**src/rtl/mbist_march_ctrl_if.sv**
```systemverilog
// Memory-side port of the MBIST controller: one single-port synchronous SRAM access per cycle.
// The controller drives address/command/write data; the macro returns read data one cycle later.
interface mbist_march_ctrl_if #(
    parameter int unsigned AW = 8,
    parameter int unsigned DW = 4
);
    logic          mem_rwbar;
    logic [AW-1:0] mem_addr;
    logic [DW-1:0] mem_din;
    logic [DW-1:0] mem_dout;

    modport master (output mem_rwbar, mem_addr, mem_din, input mem_dout);
    modport slave  (input mem_rwbar, mem_addr, mem_din, output mem_dout);
endinterface

```
**src/rtl/mbist_march_ctrl.sv**
```systemverilog
// March-test MBIST controller (March C-, MATS+, checkerboard March C-) with functional bypass,
// first-fail capture and a saturating miscompare counter.
module mbist_march_ctrl #(
    parameter int unsigned WCOUNT  = 256,
    parameter int unsigned WLENGTH = 4,
    parameter int unsigned FCW     = 8
) (
    input  logic                      clk,
    input  logic                      rst_n,
    input  logic                      start,
    input  logic [1:0]                mode,
    input  logic                      rwbarin,
    input  logic [WLENGTH-1:0]        datain,
    input  logic [$clog2(WCOUNT)-1:0] address,
    output logic [WLENGTH-1:0]        dataout,
    mbist_march_ctrl_if.master        mem,
    output logic                      busy,
    output logic                      done,
    output logic                      fail,
    output logic [$clog2(WCOUNT)-1:0] fail_addr,
    output logic [2:0]                fail_elem,
    output logic [FCW-1:0]            fail_count
);
    localparam int unsigned AW = $clog2(WCOUNT);
    localparam logic [AW-1:0] ADDR_MAX = AW'(WCOUNT - 1);

    typedef enum logic [1:0] {S_IDLE, S_RUN, S_DRAIN, S_DONE} state_t;

    state_t             state_q, state_d;
    logic [1:0]         mode_q, mode_d;
    logic [2:0]         elem_q, elem_d;
    logic [AW-1:0]      addr_q, addr_d;
    logic               phase_q, phase_d;
    logic               drain_q, drain_d;
    logic               busy_q, busy_d;
    logic               done_q, done_d;
    logic               fail_q, fail_d;
    logic [AW-1:0]      fail_addr_q, fail_addr_d;
    logic [2:0]         fail_elem_q, fail_elem_d;
    logic [FCW-1:0]     fail_count_q, fail_count_d;

    // Read-compare pipeline: s1 = read issued, s2 = read data captured
    logic               s1_vld_q, s1_vld_d;
    logic [WLENGTH-1:0] s1_exp_q, s1_exp_d;
    logic [AW-1:0]      s1_addr_q, s1_addr_d;
    logic [2:0]         s1_elem_q, s1_elem_d;
    logic               s2_vld_q, s2_vld_d;
    logic [WLENGTH-1:0] s2_exp_q, s2_exp_d;
    logic [AW-1:0]      s2_addr_q, s2_addr_d;
    logic [2:0]         s2_elem_q, s2_elem_d;
    logic [WLENGTH-1:0] s2_rdata_q, s2_rdata_d;

    logic               el_down, el_two, el_last;
    logic               op0_rd, op0_val, op1_rd, op1_val;
    logic               op_rd, op_val, addr_last;
    logic [WLENGTH-1:0] bg, op_data;

    function automatic logic elem_is_down(input logic [1:0] m, input logic [2:0] e);
        if (m == 2'b01) return (e == 3'd2);
        return (e == 3'd3) || (e == 3'd4);
    endfunction

    // Element decode: op count, direction and the read/write + d0/d1 selection per op slot
    always_comb begin
        el_two  = 1'b1;
        el_last = 1'b0;
        op0_rd  = 1'b1;
        op0_val = 1'b0;
        op1_rd  = 1'b0;
        op1_val = 1'b1;
        el_down = elem_is_down(mode_q, elem_q);
        if (mode_q == 2'b01) begin
            case (elem_q)
                3'd0:    begin el_two = 1'b0; op0_rd = 1'b0; end
                3'd1:    ;
                default: begin op0_val = 1'b1; op1_val = 1'b0; el_last = 1'b1; end
            endcase
        end else begin
            case (elem_q)
                3'd0:    begin el_two = 1'b0; op0_rd = 1'b0; end
                3'd1:    ;
                3'd2:    begin op0_val = 1'b1; op1_val = 1'b0; end
                3'd3:    ;
                3'd4:    begin op0_val = 1'b1; op1_val = 1'b0; end
                default: begin el_two = 1'b0; el_last = 1'b1; end
            endcase
        end
    end

    always_comb begin
        bg = '0;
        for (int i = 0; i < int'(WLENGTH); i++) begin
            bg[i] = (mode_q == 2'b10) ? (addr_q[0] ^ i[0]) : 1'b0;
        end
        op_rd     = phase_q ? op1_rd : op0_rd;
        op_val    = phase_q ? op1_val : op0_val;
        op_data   = op_val ? ~bg : bg;
        addr_last = el_down ? (addr_q == '0) : (addr_q == ADDR_MAX);
    end

    // Memory port mux: BIST owns the port while busy, otherwise it follows the system inputs
    always_comb begin
        if (busy_q) begin
            mem.mem_rwbar = (state_q == S_RUN) ? op_rd : 1'b1;
            mem.mem_addr  = addr_q;
            mem.mem_din   = op_data;
        end else begin
            mem.mem_rwbar = rwbarin;
            mem.mem_addr  = address;
            mem.mem_din   = datain;
        end
    end

    always_comb begin
        state_d      = state_q;
        mode_d       = mode_q;
        elem_d       = elem_q;
        addr_d       = addr_q;
        phase_d      = phase_q;
        drain_d      = drain_q;
        busy_d       = busy_q;
        done_d       = done_q;
        fail_d       = fail_q;
        fail_addr_d  = fail_addr_q;
        fail_elem_d  = fail_elem_q;
        fail_count_d = fail_count_q;
        s1_vld_d     = 1'b0;
        s1_exp_d     = op_data;
        s1_addr_d    = addr_q;
        s1_elem_d    = elem_q;
        s2_vld_d     = s1_vld_q;
        s2_exp_d     = s1_exp_q;
        s2_addr_d    = s1_addr_q;
        s2_elem_d    = s1_elem_q;
        s2_rdata_d   = mem.mem_dout;

        if (s2_vld_q && (s2_rdata_q != s2_exp_q)) begin
            if (!fail_q) begin
                fail_d      = 1'b1;
                fail_addr_d = s2_addr_q;
                fail_elem_d = s2_elem_q;
            end
            if (fail_count_q != {FCW{1'b1}}) fail_count_d = fail_count_q + FCW'(1);
        end

        case (state_q)
            S_IDLE, S_DONE: begin
                if (start) begin
                    state_d      = S_RUN;
                    mode_d       = mode;
                    elem_d       = 3'd0;
                    addr_d       = '0;
                    phase_d      = 1'b0;
                    busy_d       = 1'b1;
                    done_d       = 1'b0;
                    fail_d       = 1'b0;
                    fail_addr_d  = '0;
                    fail_elem_d  = 3'd0;
                    fail_count_d = '0;
                end
            end
            S_RUN: begin
                s1_vld_d = op_rd;
                if (el_two && !phase_q) begin
                    phase_d = 1'b1;
                end else begin
                    phase_d = 1'b0;
                    if (addr_last) begin
                        if (el_last) begin
                            state_d = S_DRAIN;
                            drain_d = 1'b0;
                        end else begin
                            elem_d = elem_q + 3'd1;
                            addr_d = elem_is_down(mode_q, elem_q + 3'd1) ? ADDR_MAX : '0;
                        end
                    end else begin
                        addr_d = el_down ? (addr_q - AW'(1)) : (addr_q + AW'(1));
                    end
                end
            end
            S_DRAIN: begin
                drain_d = 1'b1;
                if (drain_q) begin
                    state_d = S_DONE;
                    busy_d  = 1'b0;
                    done_d  = 1'b1;
                end
            end
            default: state_d = S_IDLE;
        endcase
    end

    always_ff @(posedge clk or negedge rst_n) begin
        if (!rst_n) begin
            state_q      <= S_IDLE;
            mode_q       <= 2'b00;
            elem_q       <= 3'd0;
            addr_q       <= '0;
            phase_q      <= 1'b0;
            drain_q      <= 1'b0;
            busy_q       <= 1'b0;
            done_q       <= 1'b0;
            fail_q       <= 1'b0;
            fail_addr_q  <= '0;
            fail_elem_q  <= 3'd0;
            fail_count_q <= '0;
            s1_vld_q     <= 1'b0;
            s1_exp_q     <= '0;
            s1_addr_q    <= '0;
            s1_elem_q    <= 3'd0;
            s2_vld_q     <= 1'b0;
            s2_exp_q     <= '0;
            s2_addr_q    <= '0;
            s2_elem_q    <= 3'd0;
            s2_rdata_q   <= '0;
        end else begin
            state_q      <= state_d;
            mode_q       <= mode_d;
            elem_q       <= elem_d;
            addr_q       <= addr_d;
            phase_q      <= phase_d;
            drain_q      <= drain_d;
            busy_q       <= busy_d;
            done_q       <= done_d;
            fail_q       <= fail_d;
            fail_addr_q  <= fail_addr_d;
            fail_elem_q  <= fail_elem_d;
            fail_count_q <= fail_count_d;
            s1_vld_q     <= s1_vld_d;
            s1_exp_q     <= s1_exp_d;
            s1_addr_q    <= s1_addr_d;
            s1_elem_q    <= s1_elem_d;
            s2_vld_q     <= s2_vld_d;
            s2_exp_q     <= s2_exp_d;
            s2_addr_q    <= s2_addr_d;
            s2_elem_q    <= s2_elem_d;
            s2_rdata_q   <= s2_rdata_d;
        end
    end

    assign dataout    = mem.mem_dout;
    assign busy       = busy_q;
    assign done       = done_q;
    assign fail       = fail_q;
    assign fail_addr  = fail_addr_q;
    assign fail_elem  = fail_elem_q;
    assign fail_count = fail_count_q;

endmodule
```
**src/flat_wrapper.sv**
```systemverilog
// flat-port wrapper written by rule: the top's interface ports become plain ports
module mbist_march_ctrl_flat 
#(
    parameter int unsigned WCOUNT  = 256,
    parameter int unsigned WLENGTH = 4,
    parameter int unsigned FCW     = 8
)
  (clk, rst_n, start, mode, rwbarin, datain, address, dataout, busy, done, fail, fail_addr, fail_elem, fail_count, mem_mem_rwbar, mem_mem_addr, mem_mem_din, mem_mem_dout);
  mbist_march_ctrl_if mem_i ();
  input  logic clk;
  input  logic rst_n;
  input  logic start;
  input  logic [1:0] mode;
  input  logic rwbarin;
  input  logic [WLENGTH-1:0] datain;
  input  logic [$clog2(WCOUNT)-1:0] address;
  output logic [WLENGTH-1:0] dataout;
  output logic busy;
  output logic done;
  output logic fail;
  output logic [$clog2(WCOUNT)-1:0] fail_addr;
  output logic [2:0] fail_elem;
  output logic [FCW-1:0] fail_count;
  output wire logic [$bits(mem_i.mem_rwbar)-1:0] mem_mem_rwbar;
  output wire logic [$bits(mem_i.mem_addr)-1:0] mem_mem_addr;
  output wire logic [$bits(mem_i.mem_din)-1:0] mem_mem_din;
  input wire logic [$bits(mem_i.mem_dout)-1:0] mem_mem_dout;
  assign mem_mem_rwbar = mem_i.mem_rwbar;
  assign mem_mem_addr = mem_i.mem_addr;
  assign mem_mem_din = mem_i.mem_din;
  assign mem_i.mem_dout = mem_mem_dout;
  mbist_march_ctrl #(.WCOUNT(WCOUNT), .WLENGTH(WLENGTH), .FCW(FCW)) u_core (.clk(clk), .rst_n(rst_n), .start(start), .mode(mode), .rwbarin(rwbarin), .datain(datain), .address(address), .dataout(dataout), .mem(mem_i), .busy(busy), .done(done), .fail(fail), .fail_addr(fail_addr), .fail_elem(fail_elem), .fail_count(fail_count));
endmodule
```
**config.mk**
```make
export PLATFORM = sky130hd
export DESIGN_NAME = mbist_march_ctrl_flat
export DESIGN_NICKNAME = d
export VERILOG_FILES = /design/src/rtl/mbist_march_ctrl_if.sv /design/src/rtl/mbist_march_ctrl.sv /design/src/flat_wrapper.sv
export SDC_FILE = /design/constraint.sdc
export NUM_CORES = 1
export LEC_CHECK = 0
export CAP_MARGIN = 20
export CORE_UTILIZATION = 30
export DETAILED_ROUTE_END_ITERATION = 12
export PLACE_DENSITY = 0.54
export REMOVE_ABC_BUFFERS = 1
export SYNTH_ARGS = -nofsm -noshare
export SYNTH_HDL_FRONTEND = slang
export SYNTH_SLANG_ARGS = --single-unit
```
**constraint.sdc**
```tcl
create_clock -name clk -period 7.56 [get_ports clk]
set_input_delay 1.134 -clock clk [delete_from_list [all_inputs] [get_ports clk]]
set_output_delay 1.134 -clock clk [all_outputs]
set_load 0.005 [all_outputs]
```
==> reports/metrics.csv <==
stage,metric,value,unit
power_and_ir_drop,VDD IR max,0.279,mV
drt,Final Routed Wirelength,7.27,mm
critical_path,Worst EP required,6.43,ns
sta,Worst Skew,0.00702,ns
final_layout,fill count,1113,
logic_synthesis,Syn Std Cell Area,0.00355,sq mm
final_layout,Multi-input gate area,0.00163,sq mm
logic_synthesis,"FFs w/ async S/R, synth",100,%
cts,CTS tree,done,
final_layout,share of cells above drive strength 1,11.2,%
final_layout,synthesis-to-finish area growth,28.6,%
power_and_ir_drop,Tot Pwr,0.00183,W
final_layout,"commonest cells after routing, fill and taps aside","71 x dfrtp_1, 59 x clkdlybuf4s50_1, 30 x nor2_1",
logic_synthesis,Mapped Cells,315,
drt,DRC errors left,0,
floorplanning,Starting Density,30.9,%
critical_path,crit end category,primary output,
sta,Final TNS setup,0,ns
cts,CTS Sinks,71,
logic_synthesis,Yosys reg bits,71,
logic_synthesis,post-synthesis sequential area ratio,50.1,%
final_layout,fin area,0.00456,sq mm
drt,drt wl/cell,14.0,um
logic_synthesis,Avg Synthesized Cell Area,11.3,sq um
grt,first-pass GRT wire length,12.3,mm
drt,DR vias,2479,
grt,number of global-route vias before repair,2465,
sta,PnR worst setup slack,3.42,ns
power_and_ir_drop,P per Cell Area,402,mW/mm^2
grt,GRT Total Usage,12.6,%
cts,maximum clock insertion buffer count,2,
sta,RSZ-0062 raised after global routing,no,
cts,Hold Buf Count CTS,0,
critical_path,"critical path fanouts, max",6,
placed_design,dpl cell area,0.00424,sq mm
sta,Final Slew Violations,0,
critical_path,CP startpoint kind,register,
placed_design,DP HPWL,5.18,mm
floorplanning,io pins,61,
final_layout,final net count,412,
hold_path,hold_sp,u_core.s1_exp_q[2]$_DFF_PN0_,
floorplanning,Die ar.,0.0123,sq mm
critical_path,CP arrival,3.01,ns
cts,CTS H-tree depth,3,
drt,antenna violation net count after detailed routing,0,
grt,largest net degree at the start of global routing,72,
job,max_cap viols,0,
critical_path,Setup CP Type,reg2out,
sta,fmax,241,MHz
cts,"Clk Latency, worst-skew pair",0.32,ns
hold_path,Worst Hold Class,reg2reg,
cts,clk slew on worst S/H paths,0.06,ns
floorplanning,DIE HEIGHT,111,um
grt,grt ovf,0,
cts,Num CTS Buffers,9,
drt,DR pass1 iterations,4,
sta,final hold viol count,0,
floorplanning,# rows,39,
logic_synthesis,yosys warns,0,
run_status,status,"complete, no violations",
power_and_ir_drop,Lkg Pwr,2.14,nW
cts,Post-CTS Repair Setup Buffers,0,
critical_path,Reg-to-Reg Start,u_core.elem_q[0]$_DFFE_PN0P_,
sta,final period utilization,54.8,%
sta,setup violators final,0,
floorplanning,chip width,111,um
cts,CTS Root Cell,clkbuf_16,
sta,Slew @ Worst Pin,0.969,ns
sta,post-layout min period,4.14,ns
drt,Iteration-0 DRC Markers,106,
grt,initial antenna violation count,0,
placed_design,Setup WS pre-CTS,3.76,ns
cts,post_cts resized,0,
final_layout,"most common cell after layout, fill and taps aside",dfrtp_1,
sta,slew margin rel.,35.4,%
logic_synthesis,Cell variety after synth,55,
placed_design,gpl congestion,0.875,
floorplanning,core region area,0.0115,sq mm
drt,Via-to-Cell Ratio,4.78,
critical_path,worst setup path start,u_core.elem_q[0]$_DFFE_PN0P_,
placed_design,# port buffers,60,
logic_synthesis,Main synth FF type,dfrtp_1,
final_layout,n_diodes,0,
logic_synthesis,number of flops mapped to enable cells by yosys,0,
final_layout,Reg area,0.00178,sq mm
-- critical path, cell delays in order (launching register included) --
cell and delay, ns:
dfrtp_1 0.43, inv_1 0.13, ha_1 0.25, nor2b_1 0.17, a221oi_1 0.51, xnor3_1 0.44
nand2_1 0.12, o21a_1 0.14, clkdlybuf4s50_1 0.50
-- area by class of cell --
type	count	area share, %
inverter	15	1.23
multi-input combinational	214	35.6
sequential	71	38.9
clock inverter	5	1.81
timing repair buffer	61	13.2
tap	143	3.92
clock buffer	10	5.24
-- final timing paths --
check	end	slack, ns	cells after the start
worst max-delay path	mem_mem_din[2]	3.42	8
worst min-delay path	u_core.s2_exp_q[2]$_DFF_PN0_	0.34	0
worst max register to register	u_core.addr_q[7]$_DFFE_PN0P_	4.46	11
worst min register to register	u_core.s2_exp_q[2]$_DFF_PN0_	0.34	0
max in group asynchronous	u_core.s1_addr_q[6]$_DFF_PN0_	5.94	2
min in group asynchronous	u_core.fail_elem[2]$_DFF_PN0_	1.01	2
-- metrics by stage --
| stage | instances | hold WS, ns | util [%] |
|---|---|---|---|
| after floorplan | 300 | 0.331 | - |
| after global placement | 504 | 0.332 | 37.0 |
| after detailed placement | 504 | 0.335 | 37.0 |
| after CTS | 519 | 0.340 | 39.8 |
| after global routing | 519 | 0.348 | 39.8 |
| final | 519 | 0.339 | 39.8 |
-- per-layer routing --
layer | track usage, % | vias to the layer above | wire length (um)
li1 | - | 1209 | -
met2 | 19.2 | 53 | 3270
met3 | 3.72 | 10 | 285
met5 | 0 | - | 0
met1 | 16.9 | 1207 | 3630
met4 | 4.44 | 0 | 83
-- state kept, by name, summed over array words and instances, names as in the netlist, 3 cells and up --
signal	flops
u_core.addr_q	8
u_core.elem_q	3
u_core.fail_addr	8
u_core.fail_count	8
u_core.fail_elem	3
u_core.s1_addr_q	8
u_core.s1_elem_q	3
u_core.s2_addr_q	8
u_core.s2_elem_q	3
u_core.s2_rdata_q	4
-- cells in the mapped netlist (2+ instances only) --
cell type | number | area share [%]
o21ai_0 | 8 | 1.1
nand3_1 | 8 | 1.1
dfrtp_1 | 71 | 50
o21a_1 | 7 | 1.5
o21bai_1 | 2 | 0.42
ha_1 | 17 | 6.0
a21oi_1 | 6 | 0.85
inv_1 | 15 | 1.6
nand2b_1 | 9 | 1.6
nor2b_1 | 7 | 1.2
nand2_1 | 20 | 2.1
o211ai_1 | 3 | 0.63
a22o_1 | 7 | 1.7
xnor2_1 | 6 | 1.5
mux2_2 | 13 | 4.1
xor2_1 | 3 | 0.74
nor2_1 | 30 | 3.2
or4_1 | 2 | 0.42
clkbuf_1 | 6 | 0.63
and3_1 | 2 | 0.35
buf_6 | 2 | 0.63
buf_2 | 3 | 0.42
mux2i_1 | 19 | 5.4
and2_1 | 3 | 0.53
xnor3_1 | 2 | 1.3
nand4_1 | 5 | 0.88
buf_4 | 4 | 0.85
nor3_1 | 8 | 1.1
-- logic make-up (layout without fill, tap and decap cells) --
logic type | Yosys count | count (layout) | synth area share (%)
buf+inv | 30 | 91 | 4.13
fa+ha+maj | 18 | 18 | 6.56
xor+xnor | 11 | 11 | 3.49
simple gates | 105 | 105 | 15.3
mux | 34 | 34 | 10.3
compound gates | 46 | 46 | 10.1
flops | 71 | 71 | 50.1
-- report_power, final --
| part | switching [W] | internal (W) | total (W) |
|---|---|---|---|
| registers | 0.0000956 | 0.000493 | 0.000588 |
| logic | 0.000376 | 0.000421 | 0.000797 |
| clock network | 0.000152 | 0.000296 | 0.000447 |
Note: power is estimated with default switching activity, not from simulation.
